--- config.mk ---
export PLATFORM = sky130hd
export DESIGN_NAME = key_debounce_select
export DESIGN_NICKNAME = d
export VERILOG_FILES = /design/src/rtl/note_pkg.sv /design/src/rtl/key_debouncer.sv /design/src/rtl/key_debounce_select.sv
export SDC_FILE = /design/constraint.sdc
export NUM_CORES = 1
export LEC_CHECK = 0
export BUFFER_PORTS_ARGS = -buffer_cell sky130_fd_sc_hd__buf_2
export CORE_MARGIN = 2
export CORE_UTILIZATION = 23
export CTS_CLUSTER_SIZE = 12
export DETAILED_ROUTE_END_ITERATION = 7
export GPL_TIMING_DRIVEN = 0
export HOLD_SLACK_MARGIN = 0.08
export PLACE_DENSITY_LB_ADDON = 0.2
export SETUP_SLACK_MARGIN = 0.4
export SYNTH_ARGS = -nofsm -noshare
export SYNTH_HDL_FRONTEND = slang
export SYNTH_HIERARCHICAL = 1
export SYNTH_SLANG_ARGS = --single-unit
--- constraint.sdc ---
create_clock -name clk -period 3.8 [get_ports clk]
set_clock_uncertainty 0.05 [all_clocks]
set_input_delay 0.19 -clock clk [delete_from_list [all_inputs] [get_ports clk]]
set_output_delay 0.19 -clock clk [all_outputs]
set_load 0.02 [all_outputs]
--- src/rtl/note_pkg.sv ---
// Shared definitions for the note front end.
// NUM_NOTES  : number of note keys / tone generators in the instrument.
// note_idx_t : index of one note key.
// note_e     : note names in tone-generator instance order (bit i of the
//              gate vector drives the generator for note_e'(i)).
package note_pkg;

  localparam int NUM_NOTES = 7;

  typedef logic [2:0] note_idx_t;

  typedef enum logic [2:0] {
    NOTE_C = 3'd0,
    NOTE_D = 3'd1,
    NOTE_E = 3'd2,
    NOTE_F = 3'd3,
    NOTE_G = 3'd4,
    NOTE_A = 3'd5,
    NOTE_B = 3'd6
  } note_e;

endpackage

--- src/rtl/key_debouncer.sv ---
// Single-key conditioner: 2-FF synchroniser followed by a persistence
// counter. A synchronised level must differ from the accepted level for
// DEBOUNCE_CYCLES consecutive cycles before it becomes the new stable level.
// Ports:
//   clk     : system clock
//   rst     : synchronous reset, active-high
//   key_raw : asynchronous button level, 1 = pressed
//   stable  : debounced (accepted) key level
module key_debouncer #(
  parameter int DEBOUNCE_CYCLES = 1000000
) (
  input  logic clk,
  input  logic rst,
  input  logic key_raw,
  output logic stable
);

  localparam int CNT_W = $clog2(DEBOUNCE_CYCLES);
  localparam logic [CNT_W-1:0] CNT_MAX = CNT_W'(DEBOUNCE_CYCLES - 1);

  logic             s1_r;
  logic             s2_r;
  logic             stable_r;
  logic [CNT_W-1:0] cnt_r;

  // Synchronise the raw level, then count how long it disagrees with the accepted level.
  always_ff @(posedge clk) begin
    if (rst) begin
      s1_r     <= 1'b0;
      s2_r     <= 1'b0;
      stable_r <= 1'b0;
      cnt_r    <= '0;
    end else begin
      s1_r <= key_raw;
      s2_r <= s1_r;
      if (s2_r == stable_r) begin
        // Any return to the accepted level restarts the persistence window.
        cnt_r <= '0;
      end else if (cnt_r == CNT_MAX) begin
        stable_r <= s2_r;
        cnt_r    <= '0;
      end else begin
        cnt_r <= cnt_r + CNT_W'(1);
      end
    end
  end

  assign stable = stable_r;

endmodule

--- src/rtl/key_debounce_select.sv ---
// Monophonic key front end for the per-note tone generators.
// Each key is synchronised and debounced; the most recently pressed key
// (lowest index on a tie) is selected and gated through a registered
// one-hot vector so only one tone generator is enabled at a time.
// Ports:
//   clk         : system clock
//   rst         : synchronous reset, active-high
//   keys_raw    : asynchronous button levels, 1 = pressed
//   key_state   : debounced key levels
//   note_en     : one-hot gate to tone generators, zero when nothing selected
//   note_idx    : index of the selected key, held while note_valid = 0
//   note_valid  : a note is selected
//   press_pulse : one-cycle strobe on any accepted press event
module key_debounce_select
  import note_pkg::*;
#(
  parameter int  NUM_KEYS        = NUM_NOTES,
  parameter int  DEBOUNCE_CYCLES = 1000000,
  localparam int IDX_W           = $clog2(NUM_KEYS)
) (
  input  logic                clk,
  input  logic                rst,
  input  logic [NUM_KEYS-1:0] keys_raw,
  output logic [NUM_KEYS-1:0] key_state,
  output logic [NUM_KEYS-1:0] note_en,
  output logic [IDX_W-1:0]    note_idx,
  output logic                note_valid,
  output logic                press_pulse
);

  logic [NUM_KEYS-1:0] key_state_s;
  logic [NUM_KEYS-1:0] prev_r;
  logic [NUM_KEYS-1:0] press_s;
  logic [NUM_KEYS-1:0] rel_s;
  logic [NUM_KEYS-1:0] note_en_r;
  logic [NUM_KEYS-1:0] note_en_nxt_s;
  logic [IDX_W-1:0]    note_idx_r;
  logic [IDX_W-1:0]    note_idx_nxt_s;
  logic                note_valid_r;
  logic                note_valid_nxt_s;
  logic                press_pulse_r;
  logic                press_pulse_nxt_s;

  // Index of the lowest set bit; zero when nothing is set.
  function automatic logic [IDX_W-1:0] lowest_idx(input logic [NUM_KEYS-1:0] v);
    logic [IDX_W-1:0] r;
    r = '0;
    for (int i = NUM_KEYS - 1; i >= 0; i--) begin
      if (v[i]) begin
        r = IDX_W'(i);
      end else begin
        r = r;
      end
    end
    return r;
  endfunction

  // One-hot decode of a key index.
  function automatic logic [NUM_KEYS-1:0] idx_to_onehot(input logic [IDX_W-1:0] idx);
    logic [NUM_KEYS-1:0] oh;
    for (int i = 0; i < NUM_KEYS; i++) begin
      if (IDX_W'(i) == idx) begin
        oh[i] = 1'b1;
      end else begin
        oh[i] = 1'b0;
      end
    end
    return oh;
  endfunction

  for (genvar g = 0; g < NUM_KEYS; g++) begin : g_deb
    key_debouncer #(
      .DEBOUNCE_CYCLES(DEBOUNCE_CYCLES)
    ) u_deb (
      .clk    (clk),
      .rst    (rst),
      .key_raw(keys_raw[g]),
      .stable (key_state_s[g])
    );
  end

  assign press_s = key_state_s & ~prev_r;
  assign rel_s   = ~key_state_s & prev_r;

  // Next selection: presses win, then fall back to the lowest held key when the selected one is released.
  always_comb begin
    note_idx_nxt_s    = note_idx_r;
    note_valid_nxt_s  = note_valid_r;
    press_pulse_nxt_s = 1'b0;
    if (|press_s) begin
      note_idx_nxt_s    = lowest_idx(press_s);
      note_valid_nxt_s  = 1'b1;
      press_pulse_nxt_s = 1'b1;
    end else if (note_valid_r && rel_s[note_idx_r]) begin
      if (|key_state_s) begin
        note_idx_nxt_s   = lowest_idx(key_state_s);
        note_valid_nxt_s = 1'b1;
      end else begin
        // note_idx deliberately keeps the last selected key.
        note_valid_nxt_s = 1'b0;
      end
    end else begin
      note_idx_nxt_s   = note_idx_r;
      note_valid_nxt_s = note_valid_r;
    end
    if (note_valid_nxt_s) begin
      note_en_nxt_s = idx_to_onehot(note_idx_nxt_s);
    end else begin
      note_en_nxt_s = '0;
    end
  end

  // Register the previous key levels and the selection outputs.
  always_ff @(posedge clk) begin
    if (rst) begin
      prev_r        <= '0;
      note_en_r     <= '0;
      note_idx_r    <= '0;
      note_valid_r  <= 1'b0;
      press_pulse_r <= 1'b0;
    end else begin
      prev_r        <= key_state_s;
      note_en_r     <= note_en_nxt_s;
      note_idx_r    <= note_idx_nxt_s;
      note_valid_r  <= note_valid_nxt_s;
      press_pulse_r <= press_pulse_nxt_s;
    end
  end

  assign key_state   = key_state_s;
  assign note_en     = note_en_r;
  assign note_idx    = note_idx_r;
  assign note_valid  = note_valid_r;
  assign press_pulse = press_pulse_r;

endmodule

==> reports/qor.txt, run 1 <==
Min-Delay Endpoint -> g_deb[2].u_deb/s1_r
CTS root buf -> clkbuf_16
Status -> finished, final reports clean
Reg2reg path depth -> 6
Worst skew pair latency -> 0.44 ns
Final WL -> 18000 µm
Setup bufs post-CTS -> 0
RR Startpoint -> note_idx[1]
NumNets Final -> 982
# Max-Cap Violations -> 0
Die Height -> 191 µm
Initial antenna violation count -> 0
Setup violations, final -> 0
DP HPWL -> 12700 µm
CP Capture Type -> flip-flop
Avg Cell Area, Syn -> 8.79 µm²
Path type of the worst setup path -> reg2reg
Vias per cell -> 4.54
# IOs -> 28
Critical path's slowest cell -> nor4_1
Total GRT Usage -> 10.5%
Clk buf depth -> 2
Chip width -> 191 µm
DRC viols -> 0
Worst-path maximum fanout -> 8
Synth warn -> 6
Synth cell types -> 48
Gate count after technology mapping -> 913
Num CTS Buffers -> 17
Async set or reset register ratio after synthesis -> 0%
Final setup TNS -> 0 ns
P&R area growth vs syn -> 17.7%
Int Power -> 3.04 mW
Initial Util -> 23.3%
Total global routing overflow -> 0
CTS tree -> built
I/O Buffers -> 27
CP Data Required Time -> 4.03 ns
RSZ-0062 raised after global routing -> false
Final WS setup -> 1.23 ns
Arr. time, crit path -> 2.80 ns
DR iter-0 viols -> 277
Final hold violations -> 0
Worst R2R End -> note_en[2]
Hold path depth -> 2
Vias -> 6507
Top FF cell, synth -> dfxtp_1
P per Cell Area -> 413 nW/µm²
Max Freq -> 389 MHz
CP Launch Type -> flip-flop
#FFs+latches synth -> 180
Drt first pass iters -> 4
Core ar. -> 34500 µm²
Combinational share of power -> 1.5%
Commonest non-fill, non-tap cell in the layout -> dfxtp_1
Leak -> 2.87 nW
Maximum resistive drop on vdd -> 0.275 mV
Reg clk slew, reported paths -> 0.07 ns
Post-synthesis sequential area ratio -> 44.9%
First-pass GRT wire length -> 31100 µm
Synth Cell Area -> 8030 µm²
Clock Sinks -> 180
Total chip power -> 3.90 mW
Die area -> 36400 µm²
Fin crit share -> 67.7%
Final worst path period need -> 2.57 ns
Switching Fraction -> 22.0%
CTS H-tree depth -> 4
Final GP Congestion -> 0.726
Cell Chain, Critical Path -> nor2b_1, and3b_1, o31a_1, o211ai_2, a311o_1, nor4_1
Pre-CTS setup slack -> 1.18 ns
Clk pwr share -> 49.6%
Slew @ Worst Pin -> 0.756 ns
Final antenna-violating net count -> 0
Commonest non-fill, non-tap cells in the layout -> dfxtp_1, nor2_1, a21oi_1
Number of synthesized flops with an enable pin -> 0
Routed len/inst -> 12.6 µm
Largest net degree at the start of global routing -> 33
R2R Setup Slk -> 1.23 ns
Diode count -> 0
# rows -> 68
Final Slew Violations -> 0
Syn_nets -> 929
CP peak stage delay -> 0.55 ns
Sequential fraction of design power -> 48.8%
Layout cells sized above 1 -> 9.60%
Switching power -> 0.858 mW
Number of global-route vias before repair -> 6294
Worst hold start -> rst
Relative slew slack -> 49.2%
Hold Crit Class -> in2reg
==> flip-flops by register name (all words and copies together), names as in the netlist <==
register / flops
g_deb.u_deb/cnt_r: 140
g_deb.u_deb/s1_r: 7
g_deb.u_deb/s2_r: 7
g_deb.u_deb/stable: 7
note_en: 7
note_idx: 3
note_valid: 1
press_pulse: 1
prev_r: 7
==> cells by family (layout without fill, tap and decap cells) <==
family,after synthesis,in the layout,share of synthesized area (%)
DFF,180,180,44.9
adders and majority gates,7,7,1.09
and+or+nand+nor,458,458,31.8
xor gates and xnor gates,84,84,9.17
buffers and inverters,42,108,2.45
AOI/OAI and AO/OA,142,142,10.6
==> cell type report <==
class / instances / area [µm²]
Buffer: 21 / 118
Clock buffer: 17 / 425
Clock inverter: 15 / 218
Fill cell: 3714 / 25000
Inverter: 21 / 78.8
Multi-Input combinational cell: 691 / 4230
Sequential cell: 180 / 3600
Tap cell: 455 / 569
Timing Repair Buffer: 34 / 205
==> power by group through the flow <==
stage	logic [mW]	clock network [mW]	registers [mW]
after floorplan	0.0315	0	1.95
after global placement	0.0563	0	1.95
after detailed placement	0.0567	0	1.95
after CTS	0.0622	2.02	1.90
after global routing	0.0680	2.09	1.90
final	0.0595	1.93	1.90
==> worst max path at each step <==
stage,start,endpoint,slack [ns],cells after the start
CTS,g_deb[0].u_deb/stable,note_en[2],1.14,6
finish,note_idx[1],note_en[2],1.23,6
global route,note_idx[0],note_en[2],0.98,6
floorplan,note_idx[0],note_en[0],1.70,6
detailed placement,g_deb[0].u_deb/stable,note_en[2],1.18,6
global placement,note_idx[0],note_en[2],1.13,6
==> metal layers <==
| layer | share of wire (%) | global-route usage [%] | wire (µm) |
|---|---|---|---|
| met5 | 0 | 0 | 0 |
| met4 | 0.95 | 2.89 | 172 |
| met3 | 3.3 | 2.67 | 599 |
| met2 | 45 | 16.6 | 8140 |
| met1 | 51 | 14.1 | 9100 |
==> critical path: cells and delay by family (launching register included) <==
| kind | cells | cell delay, ns |
|---|---|---|
| compound gates | 3 | 0.81 |
| simple gates | 3 | 1.05 |
| flops | 1 | 0.50 |
==> synthesized netlist by cell type (7+ instances only) <==
cell	n	area share, %
dfxtp_1	180	45
nor2_1	115	5.4
a21oi_1	59	3.7
nand3_1	58	3.6
nand2_1	54	2.5
xor2_1	46	5.0
xnor2_1	38	4.1
nand4_1	34	2.7
o21ai_0	34	2.1
or3_1	30	2.3
or4_1	27	2.5
nor2b_1	25	1.9
o31ai_1	25	2.3
nor4_1	24	1.9
inv_1	21	0.98
and2_1	18	1.4
and3_1	13	1.0
and4_1	13	1.4
buf_2	12	0.75
nor3_1	9	0.56
nand2b_1	8	0.62
o21ai_1	8	0.50
ha_1	7	1.1
==> through the flow <==
step / hold WS (ns) / area [µm²] / util, % / cells
floorplan: 0.209 / 8030 / - / 913
global placement: 0.357 / 8730 / 25.3 / 1395
detailed placement: 0.360 / 8730 / 25.3 / 1395
CTS: 0.257 / 9440 / 27.4 / 1434
global route: 0.298 / 9440 / 27.4 / 1434
finish: 0.247 / 9440 / 27.4 / 1434
==> timing repair <==
item,CTS,global route
gates resized for setup,0,0
endpoints found under the setup margin,0,0
endpoints found under the hold margin,7,0
hold buffers,7,0
(Power assumes the default switching activity.)
==> run 2, diff against run 1 <==
==> constraint.sdc (replaced) <==
create_clock -name clk -period 2.68 [get_ports clk]
set_clock_uncertainty 0.05 [all_clocks]
set_input_delay 0.134 -clock clk [delete_from_list [all_inputs] [get_ports clk]]
set_output_delay 0.134 -clock clk [all_outputs]
set_load 0.02 [all_outputs]
==> run 2 against run 1 <==
Compared with the run above:
- sequential cell count did not move
- fmax rose by 18%
- cell area rose by 0.93%
- total power rose by 42%
- clock power rose by 42%
==> reports/qor.txt, run 2 (synthesis gave the netlist of run 1 again) <==
Reg clk slew, reported paths -> 0.07 ns
# rows -> 68
Vias per cell -> 4.54
Int Power -> 4.31 mW
Core ar. -> 34500 µm²
CP Capture Type -> flip-flop
Fin crit share -> 81.0%
DR iter-0 viols -> 267
Fillcell total -> 3724
CP Data Required Time -> 2.98 ns
Diode count -> 0
Num CTS Buffers -> 17
Clk pwr share -> 49.6%
Chip width -> 191 µm
Critical Path Start -> note_idx[1]
Status -> finished, final reports clean
Fin area -> 9530 µm²
CTS H-tree depth -> 4
Slew @ Worst Pin -> 0.700 ns
Final hold violations -> 0
NumNets Final -> 982
Final antenna-violating net count -> 0
Commonest non-fill, non-tap cells in the layout -> dfxtp_1, nor2_1, a21oi_1
Critical path's slowest cell -> a311o_2
Max Freq -> 460 MHz
Area taken by multi-input logic gates -> 4300 µm²
I/O Buffers -> 27
First-pass GRT wire length -> 31200 µm
Final WL -> 18100 µm
Levels on crit path -> 6
Path type of the worst setup path -> reg2reg
DP HPWL -> 12700 µm
Combinational share of power -> 1.6%
Sequential cell area -> 3610 µm²
Sequential fraction of design power -> 48.8%
Relative slew slack -> 53.3%
Layout cells sized above 1 -> 11.7%
CP peak stage delay -> 0.43 ns
Commonest non-fill, non-tap cell in the layout -> dfxtp_1
Leak -> 2.88 nW
Setup violations, final -> 0
Total global routing overflow -> 0
Fin Hold WS -> 0.193 ns
Final Slew Violations -> 0
Final setup TNS -> 0 ns
# IOs -> 28
RR Startpoint -> note_idx[1]
DRC viols -> 0
Routed len/inst -> 12.7 µm
Switching power -> 1.22 mW
WP buf/inv -> 0
Worst skew pair latency -> 0.44 ns
P per Cell Area -> 580 nW/µm²
Post-Route Utilization -> 27.7%
Total GRT Usage -> 10.5%
Setup bufs post-CTS -> 0
Biggest register -> g_deb.u_deb/cnt_r
CTS root buf -> clkbuf_16
Area post-placement -> 8730 µm²
Initial Util -> 23.3%
Hold Crit Class -> in2reg
Worst-path maximum fanout -> 8
Arr. time, crit path -> 2.47 ns
Die Height -> 191 µm
Reg2reg path depth -> 6
Hold path depth -> 2
P&R area growth vs syn -> 18.8%
Largest net degree at the start of global routing -> 33
Final worst path period need -> 2.17 ns
Total chip power -> 5.53 mW
RSZ-0062 raised after global routing -> true
Maximum resistive drop on vdd -> 0.390 mV
Vias -> 6512
Switching Fraction -> 22.1%
Cell Chain, Critical Path -> nor2b_1, and3b_1, o31a_1, o2111a_1, a311o_2, nor4_2
CTS tree -> built
Max reg flops -> 140
Drt first pass iters -> 4
Initial antenna violation count -> 0
Clock Sinks -> 180
Number of global-route vias before repair -> 6310
Die area -> 36400 µm²
Final GP Congestion -> 0.726
Worst path top cell family by delay -> compound AO/OA/AOI/OAI gates
# Max-Cap Violations -> 0
Worst hold start -> rst
Clk buf depth -> 2
CP Launch Type -> flip-flop
==> run 2: cell type report <==
cell class | count | area share [%]
multi-input cells | 691 | 45.2
flip-flops and latches | 180 | 37.9
well taps | 455 | 5.97
clock buffers | 17 | 4.46
clock inverters | 15 | 2.28
repair buffers | 34 | 2.15
plain buffers | 21 | 1.23
inverters | 21 | 0.827
==> run 2: path summary, 6_finish.rpt <==
path                          to  slack, ns
min reg2reg  g_deb[4].u_deb/s2_r       0.39
min          g_deb[6].u_deb/s2_r       0.19
max reg2reg           note_en[6]       0.51
max                   note_en[6]       0.51
==> run 2: power by group through the flow <==
| stage | Combinational (mW) | Clock (mW) | Sequential [mW] |
|---|---|---|---|
| 6_report | 0.0883 | 2.74 | 2.70 |
| 2_1_floorplan | 0.0446 | 0 | 2.76 |
| 5_1_grt | 0.0998 | 2.96 | 2.70 |
| 3_5_place_dp | 0.0803 | 0 | 2.76 |
| 3_3_place_gp | 0.0798 | 0 | 2.76 |
| 4_1_cts | 0.0902 | 2.87 | 2.70 |
==> run 2: worst register-to-register path, delay by kind of cell, from the launching register on <==
kind / cells / cell delay, ns
compound gates: 3 / 1.01
flops: 1 / 0.38
simple gates: 3 / 0.64
==> run 2: stage by stage <==
stage          setup slack, ns  instances
6_report                 0.508       1434
5_1_grt                  0.374       1434
4_1_cts                  0.422       1434
3_5_place_dp            0.0608       1395
3_3_place_gp           0.00867       1395
2_1_floorplan            0.584        913
==> run 2: per-layer routing <==
| layer | global-route usage, % | vias to the layer above | share of wire [%] |
|---|---|---|---|
| met2 | 16.7 | 36 | 46 |
| met5 | 0 | - | 0 |
| met4 | 2.89 | 0 | 0.84 |
| met3 | 2.67 | 11 | 2.7 |
| met1 | 14.1 | 3053 | 51 |
| li1 | - | 3412 | - |
==> run 2: what timing repair did <==
item / CTS / global route
pin swaps: 1 / 5
hold buffers: 7 / 0
hold endpoints to repair: 7 / 0
setup endpoints to repair: 2 / 21
gates resized for setup: 10 / 12
